**src/rtl/dynamic_neg_div_pkg.sv**
```systemverilog
// Shared types and helpers for the dynamic_neg_div signed divider.
`timescale 1ns/1ps
package dynamic_neg_div_pkg;

    typedef enum logic [1:0] {IDLE, CALC, FIX, DONE} div_state_e;

    // Widest operand abs_ext() can handle; callers sign-extend into it and
    // cast the result back down to the width they need.
    localparam int ABS_W = 128;

    // Counter width needed to index MW dividend bits.
    function automatic int cnt_width(input int mw);
        return (mw > 1) ? $clog2(mw) : 1;
    endfunction

    // Absolute value with one extra bit so the most negative input is exact.
    function automatic logic [ABS_W:0] abs_ext(input logic [ABS_W-1:0] v);
        logic [ABS_W:0] e;
        e = {v[ABS_W-1], v};
        return e[ABS_W] ? (~e + 1'b1) : e;
    endfunction

endpackage

```
**src/rtl/dynamic_neg_div_step.sv**
```systemverilog
// One combinational restoring-division iteration: compare the shifted
// partial remainder against |b| and subtract when it fits.
`timescale 1ns/1ps
module dynamic_neg_div_step #(
    parameter int W = 17
) (
    input  logic [W-1:0] rem_sh_i,   // {rem, next dividend bit}
    input  logic [W-1:0] div_i,      // |b|
    output logic [W-2:0] rem_nxt_o,  // always < |b|, so one bit narrower
    output logic         q_bit_o
);

    // Subtract-if-fits; when it does not fit, rem_sh < |b| so the MSB is zero.
    always_comb begin
        q_bit_o   = (rem_sh_i >= div_i);
        rem_nxt_o = q_bit_o ? (W-1)'(rem_sh_i - div_i) : rem_sh_i[W-2:0];
    end

endmodule

```
**src/rtl/dynamic_neg_div.sv**
```systemverilog
// Sequential signed restoring divider: qout = subadd ? -(ain/bin) : ain/bin,
// truncating toward zero, one quotient bit per cycle, valid/ready on both sides.
// Define DYNAMIC_NEG_DIV_REM_EN to add the signed remainder output rout.
`timescale 1ns/1ps
module dynamic_neg_div
    import dynamic_neg_div_pkg::*;
#(
    parameter int AW = 16,
    parameter int BW = 16,
    parameter int MW = AW + BW
) (
    input  logic          clk,
    input  logic          rst_n,
    input  logic          in_valid,
    output logic          in_ready,
    input  logic          subadd,
    input  logic [MW-1:0] ain,
    input  logic [BW-1:0] bin,
    output logic          out_valid,
    input  logic          out_ready,
    output logic [MW-1:0] qout,
    output logic          div_zero
`ifdef DYNAMIC_NEG_DIV_REM_EN
    ,
    output logic [BW-1:0] rout
`endif
);

    localparam int CW = cnt_width(MW);

    div_state_e    state_q, state_d;
    logic [CW-1:0] cnt_q, cnt_d;
    // |ain| never exceeds 2^(MW-1), so MW unsigned bits hold it exactly.
    logic [MW-1:0] a_abs_q, a_abs_d;
    logic [BW:0]   b_abs_q, b_abs_d;
    logic [BW-1:0] rem_q, rem_d;
    logic [MW-1:0] q_q, q_d;
    logic          sign_q, sign_d;
    logic [MW-1:0] qout_q, qout_d;
    logic          dz_q, dz_d;
`ifdef DYNAMIC_NEG_DIV_REM_EN
    logic          a_neg_q, a_neg_d;
    logic [BW-1:0] rout_q, rout_d;
`endif

    logic [MW-1:0] a_abs_in;
    logic [BW:0]   b_abs_in;
    logic [BW-1:0] rem_nxt;
    logic          q_bit;

    // Operand magnitudes are formed in a wider word, then narrowed exactly.
    always_comb begin
        a_abs_in = MW'(abs_ext(ABS_W'($signed(ain))));
        b_abs_in = (BW+1)'(abs_ext(ABS_W'($signed(bin))));
    end

    dynamic_neg_div_step #(.W(BW+1)) u_step (
        .rem_sh_i  ({rem_q, a_abs_q[cnt_q]}),
        .div_i     (b_abs_q),
        .rem_nxt_o (rem_nxt),
        .q_bit_o   (q_bit)
    );

    // Next-state and datapath control; everything holds unless a state moves it.
    always_comb begin
        state_d = state_q;
        cnt_d   = cnt_q;
        a_abs_d = a_abs_q;
        b_abs_d = b_abs_q;
        rem_d   = rem_q;
        q_d     = q_q;
        sign_d  = sign_q;
        qout_d  = qout_q;
        dz_d    = dz_q;
`ifdef DYNAMIC_NEG_DIV_REM_EN
        a_neg_d = a_neg_q;
        rout_d  = rout_q;
`endif
        unique case (state_q)
            IDLE: begin
                if (in_valid) begin
                    a_abs_d = a_abs_in;
                    b_abs_d = b_abs_in;
                    sign_d  = ain[MW-1] ^ bin[BW-1] ^ subadd;
                    q_d     = '0;
                    cnt_d   = CW'(MW - 1);
`ifdef DYNAMIC_NEG_DIV_REM_EN
                    a_neg_d = ain[MW-1];
`endif
                    if (bin == '0) begin
                        // Seeding rem with |ain| lets FIX re-sign it back to ain.
                        rem_d   = BW'(a_abs_in);
                        state_d = FIX;
                    end else begin
                        rem_d   = '0;
                        state_d = CALC;
                    end
                end
            end
            CALC: begin
                rem_d = rem_nxt;
                q_d   = {q_q[MW-2:0], q_bit};
                if (cnt_q == '0) state_d = FIX;
                else             cnt_d   = cnt_q - 1'b1;
            end
            FIX: begin
                dz_d   = (b_abs_q == '0);
                qout_d = (b_abs_q == '0) ? '1 : (sign_q ? -q_q : q_q);
`ifdef DYNAMIC_NEG_DIV_REM_EN
                rout_d = a_neg_q ? -rem_q : rem_q;
`endif
                state_d = DONE;
            end
            DONE: begin
                if (out_ready) state_d = IDLE;
            end
            default: state_d = IDLE;
        endcase
    end

    // State and datapath registers; reset aborts any operation in flight.
    always_ff @(posedge clk or negedge rst_n) begin
        if (!rst_n) begin
            state_q <= IDLE;
            cnt_q   <= '0;
            a_abs_q <= '0;
            b_abs_q <= '0;
            rem_q   <= '0;
            q_q     <= '0;
            sign_q  <= 1'b0;
            qout_q  <= '0;
            dz_q    <= 1'b0;
`ifdef DYNAMIC_NEG_DIV_REM_EN
            a_neg_q <= 1'b0;
            rout_q  <= '0;
`endif
        end else begin
            state_q <= state_d;
            cnt_q   <= cnt_d;
            a_abs_q <= a_abs_d;
            b_abs_q <= b_abs_d;
            rem_q   <= rem_d;
            q_q     <= q_d;
            sign_q  <= sign_d;
            qout_q  <= qout_d;
            dz_q    <= dz_d;
`ifdef DYNAMIC_NEG_DIV_REM_EN
            a_neg_q <= a_neg_d;
            rout_q  <= rout_d;
`endif
        end
    end

    assign in_ready  = (state_q == IDLE);
    assign out_valid = (state_q == DONE);
    assign qout      = qout_q;
    assign div_zero  = dz_q;
`ifdef DYNAMIC_NEG_DIV_REM_EN
    assign rout      = rout_q;
`endif

endmodule

```
**config.mk**
```make
export PLATFORM = sky130hd
export DESIGN_NAME = dynamic_neg_div
export DESIGN_NICKNAME = d
export VERILOG_FILES = /design/src/rtl/dynamic_neg_div_pkg.sv /design/src/rtl/dynamic_neg_div_step.sv /design/src/rtl/dynamic_neg_div.sv
export SDC_FILE = /design/constraint.sdc
export NUM_CORES = 1
export LEC_CHECK = 0
export CORE_UTILIZATION = 54
export CTS_CLUSTER_DIAMETER = 60
export DETAILED_ROUTE_END_ITERATION = 12
export HOLD_SLACK_MARGIN = 0.1
export PLACE_DENSITY = 0.77
export SYNTH_ARGS = -nofsm -noshare
export SYNTH_HDL_FRONTEND = slang
export SYNTH_HIERARCHICAL = 1
export SYNTH_SLANG_ARGS = --single-unit
```
**constraint.sdc**
```tcl
create_clock -name clk -period 5.8 [get_ports clk]
set_clock_uncertainty 0.2 [all_clocks]
set_input_delay 0.87 -clock clk [delete_from_list [all_inputs] [get_ports clk]]
set_output_delay 0.87 -clock clk [all_outputs]
set_load 0.005 [all_outputs]
```
==> results by group <==
Routing
  • 1st-pass router iterations: 5
  • Routed Antenna Nets: 0
  • Routed len/inst: 16.6 um
  • Via-per-instance ratio: 5.91
  • Drt total wl: 18.8 mm
  • Vias: 6712
  • DRC viols: 0
  • Starting DRT DRC Count: 409

Power and ir drop
  • Combinational fraction of design power: 54.3%
  • Internal: 3.47 mW
  • Worst IR drop on VDD: between 0.2 and 0.3 mV
  • Pleak: 4.33 nW
  • PD cells: 613 mW/mm2
  • Final Total Pwr: 6.04 mW
  • Flop pwr share: 28.5%
  • Switching power: 2.57 mW
  • Clock power share: between 15 and 20%
  • Switch share: between 40% and 50%

Synth
  • Post-synth top area share: 41.3%
  • Sequential area share after synthesis: 41.3%
  • Largest cells by area after synthesis: dfrtp_1 41%, xor2_1 7.9%, o21ai_0 4.2%
  • Netlist Area Pre-Place: 0.00836 mm2
  • Post-synth EDFFs: 0
  • Average size of a mapped cell: 9.58 um2
  • Synthesis warning total: 6
  • Syn Nets: approximately 950
  • Dominant synthesized flop cell: dfrtp_1
  • Seq cells post-synth: between 100 and 150
  • Area leader, netlist: dfrtp_1
  • Netlist cell types: 68
  • Synth async-reset ratio: 100%
  • Cell count after synthesis: 873

Critical path
  • Critical Path RT: a little under 6000 ps
  • Crit path max-delay family: multiplexers
  • WP buf/inv: 1
  • R2R Path End: rem_q[12]
  • WS Path Type: flip-flop to flip-flop
  • CP Max Fanout: 10
  • Critical Path End Type: flip-flop
  • R2r setup slk: between 1000 and 1500 ps
  • Crit path cell chain: mux4_2 > mux4_2 > mux2_2 > inv_1 > ha_1 > fa_1 > nand2b_1 > a2111oi_2 > a2111oi_2 > a21oi_1 > xor2_1 > mux2_4 > and3_1 > a21oi_1 > o21ai_0
  • Worst R2R Path Depth: 15
  • Reg2reg start: cnt_q[0]
  • Slowest cell on the critical path: dfrtp_1
  • CP max stage delay: roughly 670 ps
  • Crit path launch type: flip-flop
  • CP arrival: 4650 ps

Clock network
  • Max Root-Sink Buffers: 2
  • H-tree depth: 4
  • Total CTS buffers: 17
  • Hold_buf cts: 0
  • Post CTS Setup Buffer Count: 0
  • Reg clk slew, reported paths: ~60 ps
  • Worst-Skew Late Latency: around 430 ps
  • Clk root buf: clkbuf_16
  • Count of clock tree sinks: between 100 and 150
  • Cts repair resizes: 0
  • CTS tree: yes

Worst hold path
  • Hold path startpoint: a_abs_q[17]
  • Hold path endpoint: a_abs_q[17]
  • WHS Path Cells: 2
  • Hold WC Path Type: flip-flop to flip-flop

Global route
  • Grt ovf: 0
  • First-pass GRT wire length: 31.7 mm
  • Vias in the first global route: ~6400
  • Gr usage total: around a quarter
  • Initial antenna violation count: 0
  • Pin count of the biggest net entering global routing: 100

Timing
  • Setup ws final: 1250 ps
  • Final Critical Period: 4550 ps
  • TNS Setup: 0 ps
  • Max-slew violation count: 0
  • Final setup vio count: 0
  • Final hold vios: 0
  • FMAX: 0.220 GHz
  • Max-slew headroom: 22.7%
  • RSZ-0062 raised after global routing: no
  • Worst-Margin Slew: 1160 ps
  • Tcrit/Tclk final: 78.5%

Cells and area
  • Multi-input logic area: between 0.004 and 0.005 mm2
  • # fillers: about 1300
  • Storage element area: 0.00345 mm2
  • Area delta synth->final: 17.9%
  • Final net count: 1014
  • Inserted Diodes: 0
  • Layout cells sized above 1: 9.92%

Place
  • DP HPWL: between 10 and 15 mm
  • Worst slack at placement: 1240 ps
  • Gp weighted congestion: 0.982
  • PortBufs: 87

Run
  • Max-cap violations: 0

Die
  • I/O pin count: 88
  • Initial core utilization: 55.2%
  • Die area: 0.0160 mm2
  • Row cnt: 45
  • Core area: roughly 0.015 mm2
  • Chip width: 126 um
  • Die height: 126 um

Run status
  • Status: complete, no violations
[worst min-delay path, delay by kind of cell, from the launching register on]
family | cells | cell delay [ps]
compound gates | 1 | 60
simple gates | 1 | 50
flops | 1 | 340
[cell usage after synthesis, types with 4 or more instances]
cell,count
ha_1,25
o21ai_0,71
mux2_4,8
nor4_1,12
mux2_2,8
o41ai_1,20
inv_1,36
o31ai_1,23
nand2b_1,8
xnor2_1,13
buf_1,6
nand3b_1,4
xor2_1,75
nand3_1,7
nor2_1,69
mux4_2,10
and3_1,6
clkbuf_1,39
nor4_2,4
nand2_1,90
or4_1,5
nand4_1,9
mux2i_1,8
nor3_1,7
dfrtp_1,138
a22o_1,30
nor2b_1,4
or3_1,11
o211ai_1,4
a21oi_1,64
[per-layer routing]
layer	routed length (um)	GRT usage, %	part of all wire, %
met5	0	0	0
met4	355	9.28	1.9
met3	863	3.96	4.6
met2	9000	40.8	48
met1	8590	33.8	46
[stage by stage]
step	util (%)	cell area, um2	hold WS, ps	cells
2_1_floorplan	-	8360	245	873
3_3_place_gp	61.4	9300	264	1104
3_5_place_dp	61.4	9300	272	1104
4_1_cts	65.1	9860	286	1136
5_1_grt	65.1	9860	312	1136
6_report	65.1	9860	284	1136
[power by group through the flow]
stage / Combinational (mW) / Sequential (mW) / Clock [mW]
floorplan: 2.57 / 1.59 / 0
global placement: 3.17 / 1.73 / 0
detailed placement: 3.25 / 1.74 / 0
CTS: 3.28 / 1.72 / 1.05
global route: 3.62 / 1.78 / 1.08
finish: 3.28 / 1.72 / 1.04
[sequential cells by signal, indices dropped and copies added (netlist names)]
name      cells
rem_q        16
b_abs_q      17
sign_q        1
a_abs_q      32
state_q       2
div_zero      1
qout         32
q_q          32
cnt_q         5
[how the worst max path moves through the flow]
stage	from	endpoint	slack [ps]	cells after the start
after floorplan	cnt_q[0]	rem_q[12]	1530	16
after global placement	cnt_q[0]	rem_q[12]	1400	15
after detailed placement	cnt_q[0]	rem_q[12]	1240	15
after CTS	cnt_q[0]	rem_q[12]	1230	15
after global routing	cnt_q[0]	rem_q[12]	1020	15
final	cnt_q[0]	rem_q[12]	1250	15
[cell type report]
cell class / instances / share of cell area, %
multi-input cells: 648 / 46.1
clock buffers: 18 / 4.35
repair buffers: 93 / 9.30
flip-flops and latches: 138 / 35.0
clock inverters: 14 / 1.38
well taps: 188 / 2.39
inverters: 37 / 1.43
[layout by cell type (no fill, tap or decap), types with 9 or more instances in the layout]
master / synthesis / final
nor2_1: 69 / 69
dfrtp_1: 138 / 138
or3_1: 11 / 11
o31ai_1: 23 / 23
xnor2_1: 13 / 13
o41ai_1: 20 / 20
inv_1: 36 / 36
a21oi_1: 64 / 63
nand2_1: 90 / 89
nor4_1: 12 / 12
ha_1: 25 / 25
clkdlybuf4s50_1: 0 / 86
nand4_1: 9 / 9
a22o_1: 30 / 30
clkbuf_16: 0 / 17
mux4_2: 10 / 10
o21ai_0: 71 / 71
xor2_1: 75 / 75
[cells by family after synthesis]
family	synth area share (%)
fa+ha+maj	3.98
compound gates	20.5
simple gates	14.3
mux	6.16
xor+xnor	9.21
buf+inv	4.53
flops	41.3
(Power assumes the default switching activity.)
